--- config.mk ---
export PLATFORM = sky130hd
export DESIGN_NAME = minisrc_control_unit
export DESIGN_NICKNAME = d
export VERILOG_FILES = /design/src/rtl/minisrc_pkg.sv /design/src/rtl/minisrc_opcode_decode.sv /design/src/rtl/minisrc_control_unit.sv
export SDC_FILE = /design/constraint.sdc
export NUM_CORES = 1
export LEC_CHECK = 0
export CAP_MARGIN = 20
export CORE_ASPECT_RATIO = 0.75
export CORE_MARGIN = 1
export CORE_UTILIZATION = 42
export CTS_CLUSTER_SIZE = 24
export DETAILED_ROUTE_END_ITERATION = 10
export GPL_ROUTABILITY_DRIVEN = 0
export HOLD_SLACK_MARGIN = 0.02
export PLACE_DENSITY = 0.81
export SLEW_MARGIN = 20
export SYNTH_ARGS = -nofsm -noshare
export SYNTH_HDL_FRONTEND = slang
export SYNTH_SLANG_ARGS = --single-unit
export TNS_END_PERCENT = 5
--- constraint.sdc ---
create_clock -name clk -period 4.7 [get_ports clk]
set_input_delay 0.94 -clock clk [delete_from_list [all_inputs] [get_ports clk]]
set_output_delay 0.94 -clock clk [all_outputs]
set_load 0.02 [all_outputs]
--- src/rtl/minisrc_pkg.sv ---
// Shared definitions for the Mini SRC control unit.
//   - 5-bit opcode constants and IR field positions
//   - sequencer state encoding (T0..T7 are consecutive so execute steps can increment)
//   - instruction classes produced by the opcode decoder
//   - last_state(): final execute step of each class
package minisrc_pkg;

    // IR field positions
    localparam int OP_MSB = 31;
    localparam int OP_LSB = 27;
    localparam int RA_MSB = 26;
    localparam int RA_LSB = 23;
    localparam int RB_MSB = 22;
    localparam int RB_LSB = 19;
    localparam int RC_MSB = 18;
    localparam int RC_LSB = 15;
    localparam int C_MSB  = 18;
    localparam int C_LSB  = 0;

    // Opcodes
    localparam logic [4:0] OP_LD   = 5'b00000;
    localparam logic [4:0] OP_LDI  = 5'b00001;
    localparam logic [4:0] OP_ST   = 5'b00010;
    localparam logic [4:0] OP_ADD  = 5'b00011;
    localparam logic [4:0] OP_SUB  = 5'b00100;
    localparam logic [4:0] OP_AND  = 5'b00101;
    localparam logic [4:0] OP_OR   = 5'b00110;
    localparam logic [4:0] OP_ROR  = 5'b00111;
    localparam logic [4:0] OP_ROL  = 5'b01000;
    localparam logic [4:0] OP_SHR  = 5'b01001;
    localparam logic [4:0] OP_SHRA = 5'b01010;
    localparam logic [4:0] OP_SHL  = 5'b01011;
    localparam logic [4:0] OP_ADDI = 5'b01100;
    localparam logic [4:0] OP_ANDI = 5'b01101;
    localparam logic [4:0] OP_ORI  = 5'b01110;
    localparam logic [4:0] OP_MUL  = 5'b01111;
    localparam logic [4:0] OP_DIV  = 5'b10000;
    localparam logic [4:0] OP_NEG  = 5'b10001;
    localparam logic [4:0] OP_NOT  = 5'b10010;
    localparam logic [4:0] OP_BR   = 5'b10011;
    localparam logic [4:0] OP_JR   = 5'b10100;
    localparam logic [4:0] OP_JAL  = 5'b10101;
    localparam logic [4:0] OP_IN   = 5'b10110;
    localparam logic [4:0] OP_OUT  = 5'b10111;
    localparam logic [4:0] OP_MFHI = 5'b11000;
    localparam logic [4:0] OP_MFLO = 5'b11001;
    localparam logic [4:0] OP_NOP  = 5'b11010;
    localparam logic [4:0] OP_HALT = 5'b11011;

    typedef enum logic [3:0] {
        S_RESET = 4'd0,
        T0      = 4'd1,
        T1      = 4'd2,
        T2      = 4'd3,
        T3      = 4'd4,
        T4      = 4'd5,
        T5      = 4'd6,
        T6      = 4'd7,
        T7      = 4'd8,
        S_STOP  = 4'd9,
        S_HALT  = 4'd10
    } state_e;

    typedef enum logic [4:0] {
        CLS_LD, CLS_LDI, CLS_ST, CLS_ALU3, CLS_ALUI, CLS_ALU2, CLS_MULDIV,
        CLS_BR, CLS_JR, CLS_JAL, CLS_IN, CLS_OUT, CLS_MFHI, CLS_MFLO,
        CLS_NOP, CLS_HALT, CLS_ILLEGAL
    } class_e;

    function automatic logic [4:0] ir_op(input logic [31:0] ir);
        return ir[OP_MSB:OP_LSB];
    endfunction

    // Final execute state of each class; NOP/ILLEGAL never leave fetch.
    function automatic state_e last_state(input class_e c);
        case (c)
            CLS_LD, CLS_ST:                 return T7;
            CLS_MULDIV, CLS_BR:             return T6;
            CLS_LDI, CLS_ALU3, CLS_ALUI:    return T5;
            CLS_ALU2, CLS_JAL:              return T4;
            default:                        return T3;
        endcase
    endfunction

endpackage

--- src/rtl/minisrc_opcode_decode.sv ---
// Combinational opcode decoder.
//   op  : 5-bit opcode
//   cls : instruction class selecting the execute sequence
//   alu : ALU operation code used in the class's Z_in step
module minisrc_opcode_decode
    import minisrc_pkg::*;
(
    input  logic [4:0] op,
    output class_e     cls,
    output logic [4:0] alu
);

    always_comb begin
        cls = CLS_ILLEGAL;
        alu = OP_ADD;
        case (op)
            OP_LD:   cls = CLS_LD;
            OP_LDI:  cls = CLS_LDI;
            OP_ST:   cls = CLS_ST;
            OP_ADD, OP_SUB, OP_AND, OP_OR, OP_ROR, OP_ROL,
            OP_SHR, OP_SHRA, OP_SHL: begin
                cls = CLS_ALU3;
                alu = op;
            end
            OP_ADDI: cls = CLS_ALUI;
            OP_ANDI: begin
                cls = CLS_ALUI;
                alu = OP_AND;
            end
            OP_ORI: begin
                cls = CLS_ALUI;
                alu = OP_OR;
            end
            OP_MUL, OP_DIV: begin
                cls = CLS_MULDIV;
                alu = op;
            end
            OP_NEG, OP_NOT: begin
                cls = CLS_ALU2;
                alu = op;
            end
            OP_BR:   cls = CLS_BR;
            OP_JR:   cls = CLS_JR;
            OP_JAL:  cls = CLS_JAL;
            OP_IN:   cls = CLS_IN;
            OP_OUT:  cls = CLS_OUT;
            OP_MFHI: cls = CLS_MFHI;
            OP_MFLO: cls = CLS_MFLO;
            OP_NOP:  cls = CLS_NOP;
            OP_HALT: cls = CLS_HALT;
            default: cls = CLS_ILLEGAL;
        endcase
    end

endmodule

--- src/rtl/minisrc_control_unit.sv ---
// Hardwired control sequencer for the Mini SRC datapath.
//   clk, clr (async active-low)      : clock and reset
//   IR_Data                          : instruction register contents
//   CON_out                          : branch condition, gates PC_in in br T6
//   stop                             : pause request, taken at instruction boundary
//   *_in / IncPC / CON_in            : register load enables
//   *_out / C_out / BAout / Rout     : bus drive enables
//   Read, Write                      : memory strobes
//   Gra, Grb, Grc, Rin               : register select/encode
//   alu_instruction_bits             : ALU operation
//   link_rx_in                       : one-hot link register load for jal
//   run                              : high in T0..T7
//   illegal_op                       : one-clock pulse after fetching an undefined opcode
module minisrc_control_unit
    import minisrc_pkg::*;
#(
    parameter int LINK_REG = 15,
    parameter int NREG     = 16
) (
    input  logic            clk,
    input  logic            clr,
    input  logic [31:0]     IR_Data,
    input  logic            CON_out,
    input  logic            stop,
    output logic            PC_in, IR_in, Y_in, Z_in, HI_in, LO_in,
    output logic            MAR_in, MDR_in, OutPort_in, IncPC, CON_in,
    output logic            PC_out, Zhigh_out, Zlow_out, HI_out, LO_out,
    output logic            MDR_out, InPort_out, C_out,
    output logic            Read, Write,
    output logic            Gra, Grb, Grc, Rin, Rout, BAout,
    output logic [4:0]      alu_instruction_bits,
    output logic [NREG-1:0] link_rx_in,
    output logic            run,
    output logic            illegal_op
);

    state_e     state_reg, state_next;
    logic [4:0] op_reg;
    logic       illegal_reg;
    logic [4:0] dec_op;
    class_e     cls;
    logic [4:0] dec_alu;
    state_e     boundary;
    logic       unused_ir;

    // Only the opcode field steers sequencing; register fields go straight to the datapath.
    assign unused_ir = ^IR_Data[RA_MSB:C_LSB];

    // In T2 the new instruction is decoded live so nop/undefined can skip execute;
    // afterwards the latched opcode is used.
    assign dec_op = (state_reg == T2) ? ir_op(IR_Data) : op_reg;

    minisrc_opcode_decode u_decode (
        .op  (dec_op),
        .cls (cls),
        .alu (dec_alu)
    );

    always_ff @(posedge clk or negedge clr) begin
        if (!clr) begin
            state_reg   <= S_RESET;
            op_reg      <= '0;
            illegal_reg <= 1'b0;
        end else begin
            state_reg   <= state_next;
            illegal_reg <= (state_reg == T2) && (cls == CLS_ILLEGAL);
            if (state_reg == T2)
                op_reg <= ir_op(IR_Data);
        end
    end

    assign illegal_op = illegal_reg;
    assign boundary   = stop ? S_STOP : T0;

    always_comb begin
        state_next = state_reg;
        {PC_in, IR_in, Y_in, Z_in, HI_in, LO_in, MAR_in, MDR_in, OutPort_in, IncPC, CON_in} = '0;
        {PC_out, Zhigh_out, Zlow_out, HI_out, LO_out, MDR_out, InPort_out, C_out} = '0;
        {Read, Write, Gra, Grb, Grc, Rin, Rout, BAout} = '0;
        alu_instruction_bits = '0;
        link_rx_in           = '0;
        run                  = (state_reg >= T0) && (state_reg <= T7);

        case (state_reg)
            S_RESET: state_next = T0;
            T0: begin
                PC_out = 1'b1; MAR_in = 1'b1; IncPC = 1'b1; Z_in = 1'b1;
                state_next = T1;
            end
            T1: begin
                Zlow_out = 1'b1; PC_in = 1'b1; Read = 1'b1; MDR_in = 1'b1;
                state_next = T2;
            end
            T2: begin
                MDR_out = 1'b1; IR_in = 1'b1;
                if (cls == CLS_NOP || cls == CLS_ILLEGAL)
                    state_next = boundary;
                else
                    state_next = T3;
            end
            S_STOP:  state_next = stop ? S_STOP : T0;
            S_HALT:  state_next = S_HALT;
            default: begin
                if (state_reg >= last_state(cls))
                    state_next = (cls == CLS_HALT) ? S_HALT : boundary;
                else
                    state_next = state_e'(state_reg + 4'd1);
            end
        endcase

        if (state_reg >= T3 && state_reg <= T7) begin
            case (cls)
                CLS_LD, CLS_LDI, CLS_ST: begin
                    case (state_reg)
                        T3: begin Grb = 1'b1; BAout = 1'b1; Y_in = 1'b1; end
                        T4: begin C_out = 1'b1; Z_in = 1'b1; alu_instruction_bits = dec_alu; end
                        T5: begin
                            Zlow_out = 1'b1;
                            if (cls == CLS_LDI) begin
                                Gra = 1'b1; Rin = 1'b1;
                            end else begin
                                MAR_in = 1'b1;
                            end
                        end
                        T6: begin
                            MDR_in = 1'b1;
                            if (cls == CLS_ST) begin
                                Gra = 1'b1; Rout = 1'b1;
                            end else begin
                                Read = 1'b1;
                            end
                        end
                        T7: begin
                            if (cls == CLS_ST) begin
                                Write = 1'b1;
                            end else begin
                                MDR_out = 1'b1; Gra = 1'b1; Rin = 1'b1;
                            end
                        end
                        default: ;
                    endcase
                end
                CLS_ALU3, CLS_ALUI: begin
                    case (state_reg)
                        T3: begin Grb = 1'b1; Rout = 1'b1; Y_in = 1'b1; end
                        T4: begin
                            Z_in = 1'b1; alu_instruction_bits = dec_alu;
                            if (cls == CLS_ALU3) begin
                                Grc = 1'b1; Rout = 1'b1;
                            end else begin
                                C_out = 1'b1;
                            end
                        end
                        T5: begin Zlow_out = 1'b1; Gra = 1'b1; Rin = 1'b1; end
                        default: ;
                    endcase
                end
                CLS_ALU2: begin
                    if (state_reg == T3) begin
                        Grb = 1'b1; Rout = 1'b1; Z_in = 1'b1; alu_instruction_bits = dec_alu;
                    end else if (state_reg == T4) begin
                        Zlow_out = 1'b1; Gra = 1'b1; Rin = 1'b1;
                    end
                end
                CLS_MULDIV: begin
                    case (state_reg)
                        T3: begin Gra = 1'b1; Rout = 1'b1; Y_in = 1'b1; end
                        T4: begin Grb = 1'b1; Rout = 1'b1; Z_in = 1'b1; alu_instruction_bits = dec_alu; end
                        T5: begin Zlow_out = 1'b1; LO_in = 1'b1; end
                        T6: begin Zhigh_out = 1'b1; HI_in = 1'b1; end
                        default: ;
                    endcase
                end
                CLS_BR: begin
                    case (state_reg)
                        T3: begin Gra = 1'b1; Rout = 1'b1; CON_in = 1'b1; end
                        T4: begin PC_out = 1'b1; Y_in = 1'b1; end
                        T5: begin C_out = 1'b1; Z_in = 1'b1; alu_instruction_bits = dec_alu; end
                        // Target is always computed; the CON flip-flop decides whether PC takes it.
                        T6: begin Zlow_out = 1'b1; PC_in = CON_out; end
                        default: ;
                    endcase
                end
                CLS_JR: begin Gra = 1'b1; Rout = 1'b1; PC_in = 1'b1; end
                CLS_JAL: begin
                    // Return address (already-incremented PC) goes to the link register first.
                    if (state_reg == T3) begin
                        PC_out = 1'b1; link_rx_in = NREG'(1) << LINK_REG;
                    end else begin
                        Gra = 1'b1; Rout = 1'b1; PC_in = 1'b1;
                    end
                end
                CLS_IN:   begin InPort_out = 1'b1; Gra = 1'b1; Rin = 1'b1; end
                CLS_OUT:  begin Gra = 1'b1; Rout = 1'b1; OutPort_in = 1'b1; end
                CLS_MFHI: begin HI_out = 1'b1; Gra = 1'b1; Rin = 1'b1; end
                CLS_MFLO: begin LO_out = 1'b1; Gra = 1'b1; Rin = 1'b1; end
                default: ;
            endcase
        end
    end

endmodule

==> out/results.md <==
• **outcome** complete, no violations
• **number of buffers on the longest clock path** 2
• **portion of the clock cycle consumed by the worst path in the final layout** 96.2%
• **initial core utilization** 44.7%
• **final antenna diode count** 0
• **CP arrival** 3580 ps
• **total routing resource utilization after global routing** 26.9%
• **number of instances in the placed design** 375
• **post-CTS setup-driven buffer insertion count** 0
• **routed vias** 2,341
• **crit-path max cell delay** 630 ps
• **DR vias/cell** 6.18
• **TritonCTS Buffers** 3
• **Clock Tree Root** clkbuf_8
• **estimated wirelength of the detail-placed design** 4810 um
• **number of iterations in the first detailed-routing pass** 7
• **mean routed wirelength per cell** 16.6 um
• **path class of the lowest-slack min-delay path** reg -> reg
• **switching power** 901 uW
• **CP startpoint kind** input pin
• **Post-route DRC** 0
• **Combinational Power Share** 81.0%
• **share of post-route cells with drive strength above 1** 9.57%
• **clk slew on worst S/H paths** 50 ps
• **number of sinks on the clock net** 10
• **Yosys warning total** 0
• **part of the total power dissipated in the clock network** 6.6%
• **synth cell count leaders** nor2_1 (41), nand2_1 (34), buf_4 (18), inv_1 (18), a21oi_1 (14)
• **setup repair after global routing missed its margin** false
• **post-synthesis area per instance** 6.63 um2
• **fraction of met2 tracks used by global routing** 38.4%
• **Row Count** 20
• **remaining antenna violation count after routing** 0
• **slowest stage cell, crit path** clkdlybuf4s50_1
• **Post-synth EDFFs** 0
• **flip-flop count of the largest register, all copies and words added** 5
• **Max Fanout on Critical Path** 7
• **worst-case vdd ir drop** 342 uV
• **required time of the critical path** 3760 ps
• **met3 track demand over resource in global routing** 7.69%
• **number of pins exceeding their max-slew limit in the final report** 0
• **Worst Tran Pin Value** 652 ps
• **internal power component** 709 uW
• **cell type with the largest total area after synthesis** dfrtp_1
• **initial antenna violation count** 0
• **Cell Count, Final, Fillers Out** 379
• **standby leakage power** 1.02 nW
• **total detailed-routing wirelength** 6290 um
• **post-place setup slack** 269 ps
• **switching part of the total power** 56.0%
• **cell repeated most along the worst path** clkdlybuf4s50_1
• **final hold violation count** 0
• **achievable clock frequency** 221 MHz
• **global-route congestion overflow total** 0
• **biggest area contributors in the synthesized netlist** dfrtp_1 (13%), nor2_1 (8.3%), buf_4 (7.3%)
• **Mapped Cells** 280
• **most frequent cell after synthesis** nor2_1
• **Final setup viols** 0
• **flop and latch count out of synthesis** 10
• **Most used DFF post-synth** dfrtp_1
• **Clk Latency, worst-skew pair** 230 ps
• **library cells used by synthesis** 57
• **global-route met1 utilization** 39.6%
• **Power Density** 679 mW/mm2
• **minimum clock period** 4520 ps
• **setup TNS** 0 ps
• **largest net degree at the start of global routing** 19
• **core area** 0.00415 mm2
• **Final WS setup** 177 ps
• **worst relative slew slack** 56.2%
• **Die Width** 78.8 um
• **global-route wire length before repair** 9690 um
• **critical setup path kind** in -> out
• **cell chain of the critical path** clkdlybuf4s50_1 > buf_4 > nand3b_1 > mux2i_1 > nand2_1 > o22ai_1 > o21ba_1 > a31oi_1 > clkdlybuf4s50_1
• **I/O pins** 86
• **die height** 59.6 um
• **area added between synthesis and finish** 27.8%
• **number of buffers inserted by port buffering** 43
• **Post-synth ARST share** 100%
• **via count of the first global-routing pass** 1,957
• **count of maximum capacitance violations** 0
• **sequential share of the synthesized area** 13.5%
• **die footprint** 0.00469 mm2
• **Post-Synthesis Cell Area** 0.00186 mm2
• **initial detailed-routing violation count** 473
• **TritonCTS clock tree** done
• **endpoint kind of the worst setup timing path** primary output
• **final setup skew** 3.30 ps
• **net total in the final layout** 370
• **proportion of power drawn by flip-flops and latches** 12.5%
• **grt peak-use layer** met1
• **total number of H-tree levels** 1
• **portion of synthesized cell area occupied by the leading cell type** 13.5%
[final timing paths]
check                                             from                endpoint  slack, ps  cells past startpoint
max in group asynchronous                          clr    illegal_op$_DFF_PN0_       3360                      1
worst min register to register  state_reg[0]$_DFF_PN0_  state_reg[0]$_DFF_PN0_        730                      2
worst max-delay path                       IR_Data[29]                     Gra        180                      9
worst min-delay path            state_reg[0]$_DFF_PN0_  state_reg[0]$_DFF_PN0_        730                      2
min in group asynchronous                          clr  state_reg[0]$_DFF_PN0_       1030                      1
worst max register to register  state_reg[1]$_DFF_PN0_  state_reg[3]$_DFF_PN0_        820                     14
[placed cells by master (no fill, tap or decap), types with 2 or more instances in the layout]
cell type        netlist  routed
nor4_1                 3       3
clkbuf_8               0       4
inv_1                 18      18
and3_1                 2       2
nand3b_1               4       4
nor2_1                41      41
conb_1                 1      15
a32oi_1                2       2
nand4_1                2       2
nor2b_1                4       4
dfrtp_1               10      10
a211oi_1               2       2
or3_1                  2       2
a21boi_0               2       2
mux2i_1                9       9
o21ai_0               13      13
nor3_1                12      12
a21o_1                 3       3
a31o_2                 2       2
nor3b_1                2       2
o31ai_1                2       2
buf_4                 18      15
a21oi_1               14      14
ha_1                   9       8
o22ai_1                7       7
nand2b_1               4       4
clkdlybuf4s50_1        0      43
o221ai_1               2       2
a22oi_1                4       4
o21ai_1                2       2
a311oi_1               2       2
nand3_1                7       7
a31oi_1                5       5
nand2_1               34      34
[metal layers]
metal / vias up / share of wire, % / wire [um]
li1: 1056 / - / -
met1: 1067 / 43 / 2730
met2: 196 / 40 / 2520
met3: 22 / 15 / 917
met4: 0 / 2.0 / 126
met5: - / 0 / 0
[power groups by stage]
stage | clock network (mW) | registers (mW) | logic (mW)
final | 0.106 | 0.201 | 1.30
after global routing | 0.113 | 0.207 | 1.40
after CTS | 0.108 | 0.195 | 1.26
after detailed placement | 0 | 0.195 | 1.25
after global placement | 0 | 0.195 | 1.23
after floorplan | 0 | 0.163 | 0.898
[critical path: cells and delay by family]
kind | cells | cell delay (ps)
muxes | 1 | 380
AOI/OAI and AO/OA | 3 | 580
and+or+nand+nor | 2 | 220
buffers and inverters | 3 | 1460
[through the flow]
step	hold WS [ps]	utilization, %	power [mW]	cell area (um2)
detailed placement	721	55.7	1.45	2310
global route	764	57.1	1.71	2370
CTS	724	57.0	1.56	2370
global placement	705	55.7	1.43	2310
finish	733	57.1	1.61	2370
floorplan	636	-	1.06	1910
[cell type report]
| cell class | instances | area (um2) |
|---|---|---|
| fillers | 402 | 1780 |
| repair buffers | 58 | 543 |
| multi-input cells | 233 | 1380 |
| inverters | 19 | 71.3 |
| flip-flops and latches | 10 | 250 |
| well taps | 55 | 68.8 |
| clock buffers | 4 | 55.1 |
[logic make-up after synthesis]
kind of cell,after synthesis,share of synthesized area [%]
other cells,1,0.202
compound gates,75,28.0
simple gates,122,30.7
mux,11,6.20
buf+inv,51,14.9
flops,10,13.5
fa+ha+maj,9,6.07
xor+xnor,1,0.472
[timing repair]
item	CTS	global route
hold buffers	0	0
gates resized for setup	0	1
endpoints found under the setup margin	0	1
Note: power is estimated with default switching activity, not from simulation.
